[src/rtl/weight_buffer_read_sequencer_pkg.sv]
// Shared types for the weight-buffer read sequencer: FSM states and the tag that
// travels alongside each RAM read through the latency-matching pipe.
package weight_seq_pkg;

    localparam int LATENCY_DEF = 2;
    localparam int IDX_W       = 12;
    localparam int PASS_W      = 8;

    typedef enum logic [1:0] {
        ST_IDLE,
        ST_ISSUE,
        ST_DRAIN,
        ST_DONE
    } seq_state_e;

    // pass is carried so a replay can rewind the pass counter to the refused word
    typedef struct packed {
        logic              valid;
        logic [IDX_W-1:0]  row;
        logic [PASS_W-1:0] pass;
        logic              last;
    } tag_t;

endpackage

[src/rtl/weight_buffer_read_sequencer_tag_pipe.sv]
// LATENCY-deep tag shift register; flush drops every in-flight valid in one cycle
// so a replay can restart issue without duplicate words reaching the consumer.
module wbuf_tag_pipe
    import weight_seq_pkg::*;
#(
    parameter int LATENCY = LATENCY_DEF
) (
    input  logic clk,
    input  logic reset_n,
    input  logic flush_i,
    input  tag_t push_i,
    output tag_t tail_o
);

    tag_t stage_q [LATENCY];

    always_ff @(posedge clk or negedge reset_n) begin
        if (!reset_n) begin
            for (int i = 0; i < LATENCY; i++) stage_q[i] <= '0;
        end else if (flush_i) begin
            for (int i = 0; i < LATENCY; i++) stage_q[i].valid <= 1'b0;
        end else begin
            stage_q[0] <= push_i;
            for (int i = 1; i < LATENCY; i++) stage_q[i] <= stage_q[i-1];
        end
    end

    assign tail_o = stage_q[LATENCY-1];

endmodule

[src/rtl/weight_buffer_read_sequencer.sv]
// Weight-buffer read sequencer: walks rows 0..ROWS-1 for N passes, tags RAM words,
// and replays refused words instead of buffering them. Optional WBUF_SEQ_PERF_EN adds replay_count.
module weight_buffer_read_sequencer
    import weight_seq_pkg::*;
#(
    parameter int ROWS        = 42,
    parameter int INDEX_WIDTH = IDX_W,
    parameter int LATENCY     = LATENCY_DEF,
    parameter int PASS_WIDTH  = PASS_W
) (
    input  logic                   clk,
    input  logic                   reset_n,
    input  logic                   start,
    input  logic [PASS_WIDTH-1:0]  num_passes,
    output logic [INDEX_WIDTH-1:0] index,
    output logic                   out_valid,
    input  logic                   out_ready,
    output logic [INDEX_WIDTH-1:0] out_row,
    output logic                   out_last,
    output logic                   busy,
    output logic                   done
`ifdef WBUF_SEQ_PERF_EN
    ,
    output logic [31:0]            replay_count
`endif
);

    localparam logic [INDEX_WIDTH-1:0] LAST_ROW = INDEX_WIDTH'(ROWS - 1);

    seq_state_e             state_q;
    logic [INDEX_WIDTH-1:0] index_q;
    logic [PASS_WIDTH-1:0]  pass_q;
    logic [PASS_WIDTH-1:0]  passes_q;
    logic                   busy_q;
    logic                   done_q;

    tag_t push_tag;
    tag_t tail;
    logic accept;
    logic refuse;
    logic issue_last;

    assign accept     = tail.valid & out_ready;
    assign refuse     = tail.valid & ~out_ready;
    assign issue_last = (index_q == LAST_ROW) && (pass_q == passes_q - 1'b1);

    always_comb begin
        push_tag       = '0;
        push_tag.valid = (state_q == ST_ISSUE);
        push_tag.row   = IDX_W'(index_q);
        push_tag.pass  = PASS_W'(pass_q);
        push_tag.last  = issue_last;
    end

    // A refusal flushes everything younger than the refused word; the push in that cycle is discarded too
    wbuf_tag_pipe #(
        .LATENCY(LATENCY)
    ) u_tag_pipe (
        .clk    (clk),
        .reset_n(reset_n),
        .flush_i(refuse),
        .push_i (push_tag),
        .tail_o (tail)
    );

    always_ff @(posedge clk or negedge reset_n) begin
        if (!reset_n) begin
            state_q  <= ST_IDLE;
            index_q  <= '0;
            pass_q   <= '0;
            passes_q <= '0;
            busy_q   <= 1'b0;
            done_q   <= 1'b0;
        end else begin
            done_q <= 1'b0;
            case (state_q)
                ST_IDLE: begin
                    if (start) begin
                        if (num_passes != '0) begin
                            state_q  <= ST_ISSUE;
                            passes_q <= num_passes;
                            pass_q   <= '0;
                            index_q  <= '0;
                            busy_q   <= 1'b1;
                        end else begin
                            state_q <= ST_DONE;
                            done_q  <= 1'b1;
                        end
                    end
                end
                ST_ISSUE, ST_DRAIN: begin
                    if (refuse) begin
                        state_q <= ST_ISSUE;
                        index_q <= INDEX_WIDTH'(tail.row);
                        pass_q  <= PASS_WIDTH'(tail.pass);
                    end else if (accept && tail.last) begin
                        state_q <= ST_DONE;
                        busy_q  <= 1'b0;
                        done_q  <= 1'b1;
                    end else if (state_q == ST_ISSUE) begin
                        // index holds on the final issue so DRAIN leaves the bank parked
                        if (issue_last) begin
                            state_q <= ST_DRAIN;
                        end else if (index_q == LAST_ROW) begin
                            index_q <= '0;
                            pass_q  <= pass_q + 1'b1;
                        end else begin
                            index_q <= index_q + 1'b1;
                        end
                    end
                end
                ST_DONE: state_q <= ST_IDLE;
                default: state_q <= ST_IDLE;
            endcase
        end
    end

    assign index     = index_q;
    assign busy      = busy_q;
    assign done      = done_q;
    assign out_valid = tail.valid;
    assign out_row   = INDEX_WIDTH'(tail.row);
    assign out_last  = tail.last;

`ifdef WBUF_SEQ_PERF_EN
    logic [31:0] replay_count_q;

    always_ff @(posedge clk or negedge reset_n) begin
        if (!reset_n) begin
            replay_count_q <= '0;
        end else if (state_q == ST_IDLE && start) begin
            replay_count_q <= '0;
        end else if (refuse && replay_count_q != 32'hFFFF_FFFF) begin
            replay_count_q <= replay_count_q + 32'd1;
        end
    end

    assign replay_count = replay_count_q;
`endif

endmodule

[config.mk]
export PLATFORM = sky130hd
export DESIGN_NAME = weight_buffer_read_sequencer
export DESIGN_NICKNAME = d
export VERILOG_FILES = /design/src/rtl/weight_buffer_read_sequencer_pkg.sv /design/src/rtl/weight_buffer_read_sequencer_tag_pipe.sv /design/src/rtl/weight_buffer_read_sequencer.sv
export SDC_FILE = /design/constraint.sdc
export NUM_CORES = 1
export LEC_CHECK = 0
export BUFFER_PORTS_ARGS = -buffer_cell sky130_fd_sc_hd__buf_4
export CAP_MARGIN = 20
export CELL_PAD_IN_SITES_DETAIL_PLACEMENT = 1
export CELL_PAD_IN_SITES_GLOBAL_PLACEMENT = 1
export CORE_UTILIZATION = 51
export DETAILED_ROUTE_END_ITERATION = 8
export MAX_ROUTING_LAYER = met4
export PLACE_DENSITY_LB_ADDON = 0.05
export SLEW_MARGIN = 10
export SYNTH_ARGS = -nofsm -noshare
export SYNTH_HDL_FRONTEND = slang
export SYNTH_HIERARCHICAL = 1
export SYNTH_SLANG_ARGS = --single-unit
[constraint.sdc]
create_clock -name clk -period 6.16 [get_ports clk]
set_input_delay 0.616 -clock clk [delete_from_list [all_inputs] [get_ports clk]]
set_output_delay 0.616 -clock clk [all_outputs]
set_load 0.01 [all_outputs]
==> flow_summary.json <==
{
  "status": "finished, final reports clean",
  "hold_violations": 0,
  "antenna_found_initial": 0,
  "routed_via_density": 5.827,
  "grt_max_degree": 77,
  "synthCells": 384,
  "crit_path_end_kind": "register",
  "grt_setup_unrepaired": "false",
  "clock_skew_ns": 0.01423,
  "ctsResizeCount": 0,
  "synth_edf_count": 0,
  "ys_types": 53,
  "cts_setup_buffers": 0,
  "rr_worst_depth": 6,
  "cp.arrival_ns": 3.33,
  "wirelength_um": 9233,
  "wl_per_cell_um": 18.77,
  "final_cells": 492,
  "synth_top_cell_area_share_pct": 44.82,
  "routed-via-count": 2867,
  "root_buffer": "clkbuf_8",
  "die_w_um": 93.21,
  "place_inst": 478,
  "drtPass1Iterations": 4,
  "num_antenna_cells": 0,
  "drive_gt1_share_pct": 29.23,
  "finalSetupViolCount": 0,
  "yosysTopAreaCell": "dfrtp_1",
  "hpwl_um": 6333,
  "p_leak_nw": 2.038,
  "core_area_um2": 7888,
  "grt_pass1_vias": 3123,
  "gp_congestion": 0.7835,
  "power_density_nw_per_um2": 446.9,
  "gr-usage-all-layers_pct": 24.66,
  "period_minus_slack_ns": 3.092,
  "async_flop_share_pct": 100.0,
  "syn_nets": 404,
  "synth-seq-cells": 76,
  "critPathLaunchType": "register",
  "post-route-drc-count": 0,
  "cts_tree": "built",
  "slew_headroom_pct": 35.31,
  "drt-initial-drc-count": 93,
  "tns_ns": 0,
  "start_util_pct": 53.79,
  "synth_seq_area_share_pct": 44.82,
  "maxCapViolCount": 0,
  "gr-total-overflow": 0,
  "synthFlopType": "dfrtp_1",
  "port_buffers": 39,
  "ys_warn_count": 6,
  "nets": 407,
  "die_y_um": 93.21,
  "syn_area_um2": 4243,
  "worstSkewPairLatency_ns": 0.36,
  "cp_max_fo": 22,
  "htree_levels": 3,
  "dieArea_um2": 8688,
  "path_clk_slew_ns": 0.08,
  "cts_buffers": 9,
  "worstPathRequired_ns": 6.40,
  "hold_path.class": "in -> async",
  "num_rows": 32,
  "cts_sinks": 76,
  "tightest_slew_ns": 0.9703,
  "clock_path_buffers": 2,
  "io_pins": 40,
  "fin_crit_sh_pct": 50.19,
  "synthToLayoutAreaGrowth_pct": 5.692,
  "path_class": "reg -> reg",
  "holdBufCountCts": 0,
  "detail-route-antenna-nets": 0,
  "timing.fmax_ghz": 0.3234,
  "synth_area_per_cell_um2": 11.05,
  "finalMaxSlewViolations": 0,
  "synth_area_leaders": "dfrtp_1, mux2_4, buf_4",
  "ir_drop_uv": 194.9,
  "grt_pass1_wl_um": 15970
}
layer usage:
layer,vias to the layer above,global-route usage [%],wire [µm]
li1,1332,-,-
met1,1470,29.97,4181
met2,49,41.36,4665
met3,16,4.065,218
met4,0,9.231,168
met5,-,-,0
power breakdown:
part	internal, mW	switching (mW)	leakage (nW)	total (mW)
clock network	0.194	0.184	0.0942	0.378
logic	0.385	0.471	0.933	0.856
registers	0.625	0.145	1.01	0.770
stage by stage:
step                setup WS, ns  util (%)  hold slack (ns)  area (µm²)  power [mW]
floorplan                  3.775         -           0.3204        4243       1.452
global placement           3.172     54.46           0.4519        4295       1.606
detailed placement         3.094     54.46           0.4727        4295       1.638
CTS                        3.063     56.85           0.4438        4484       2.025
global route               2.898     56.85           0.4817        4484       2.154
finish                     3.068     56.85           0.3893        4484       2.004
cell usage after synthesis, types with 4 or more instances:
master / number
a21oi_1: 13
a32oi_1: 4
nand4_1: 4
nor3_1: 11
buf_4: 34
nand3_1: 9
nor2_1: 16
nor3b_1: 4
mux2_4: 38
nor4_1: 4
o31ai_1: 5
xnor2_1: 9
o21ai_0: 36
mux2_2: 11
ha_1: 8
inv_1: 14
clkbuf_1: 7
dfrtp_1: 76
a211oi_1: 4
o22ai_1: 5
nand2_1: 20
sequential cells by signal (all words and copies together), names as in the netlist:
| signal | count |
|---|---|
| state_q | 2 |
| u_tag_pipe/tail_o | 22 |
| busy | 1 |
| done | 1 |
| pass_q | 8 |
| passes_q | 8 |
| u_tag_pipe/stage_q | 22 |
| index | 12 |
kinds of logic after synthesis:
logic type | synth area share (%)
buf+inv | 10.35
compound gates | 11.77
xor+xnor | 2.477
simple gates | 11.62
mux | 16.60
fa+ha+maj | 2.359
flops | 44.82
final cells by class:
type | count | area, µm²
clock inverter | 4 | 51.30
clock buffer | 10 | 137.6
sequential | 76 | 1902
timing repair buffer | 41 | 307.8
tap | 102 | 127.6
inverter | 15 | 56.30
multi-input combinational | 244 | 1902
fill | 836 | 3403
worst paths after layout:
path / start / to / slack, ns
max reg2reg: index[7] / index[0] / 3.07
max in group asynchronous: reset_n / pass_q[7] / 5.11
min: reset_n / u_tag_pipe/stage_q[42] / 0.39
min in group clk: num_passes[1] / passes_q[1] / 0.47
max: index[7] / index[0] / 3.07
min reg2reg: u_tag_pipe/stage_q[43] / u_tag_pipe/tail_o[21] / 0.48
placed cells by master (no fill, tap or decap), types with 5 or more instances in the layout:
| master | Yosys | layout |
|---|---|---|
| nor3_1 | 11 | 11 |
| nor2_1 | 16 | 16 |
| o21ai_0 | 36 | 36 |
| o31ai_1 | 5 | 5 |
| dfrtp_1 | 76 | 76 |
| inv_1 | 14 | 14 |
| mux2_2 | 11 | 11 |
| o22ai_1 | 5 | 5 |
| nand2_1 | 20 | 20 |
| nand3_1 | 9 | 9 |
| a21oi_1 | 13 | 13 |
| xnor2_1 | 9 | 9 |
| mux2_4 | 38 | 38 |
| ha_1 | 8 | 8 |
| buf_4 | 34 | 41 |
| clkbuf_8 | 0 | 10 |
critical path, cell delays in order, from the launching register on:
cell      delay (ns)
dfrtp_1         0.46
or4b_2          0.70
nor3_2          0.32
nand4_1         0.13
and4b_4         0.53
nand2b_1        0.44
mux2_2          0.39
Power figures use the tool's default switching activity.
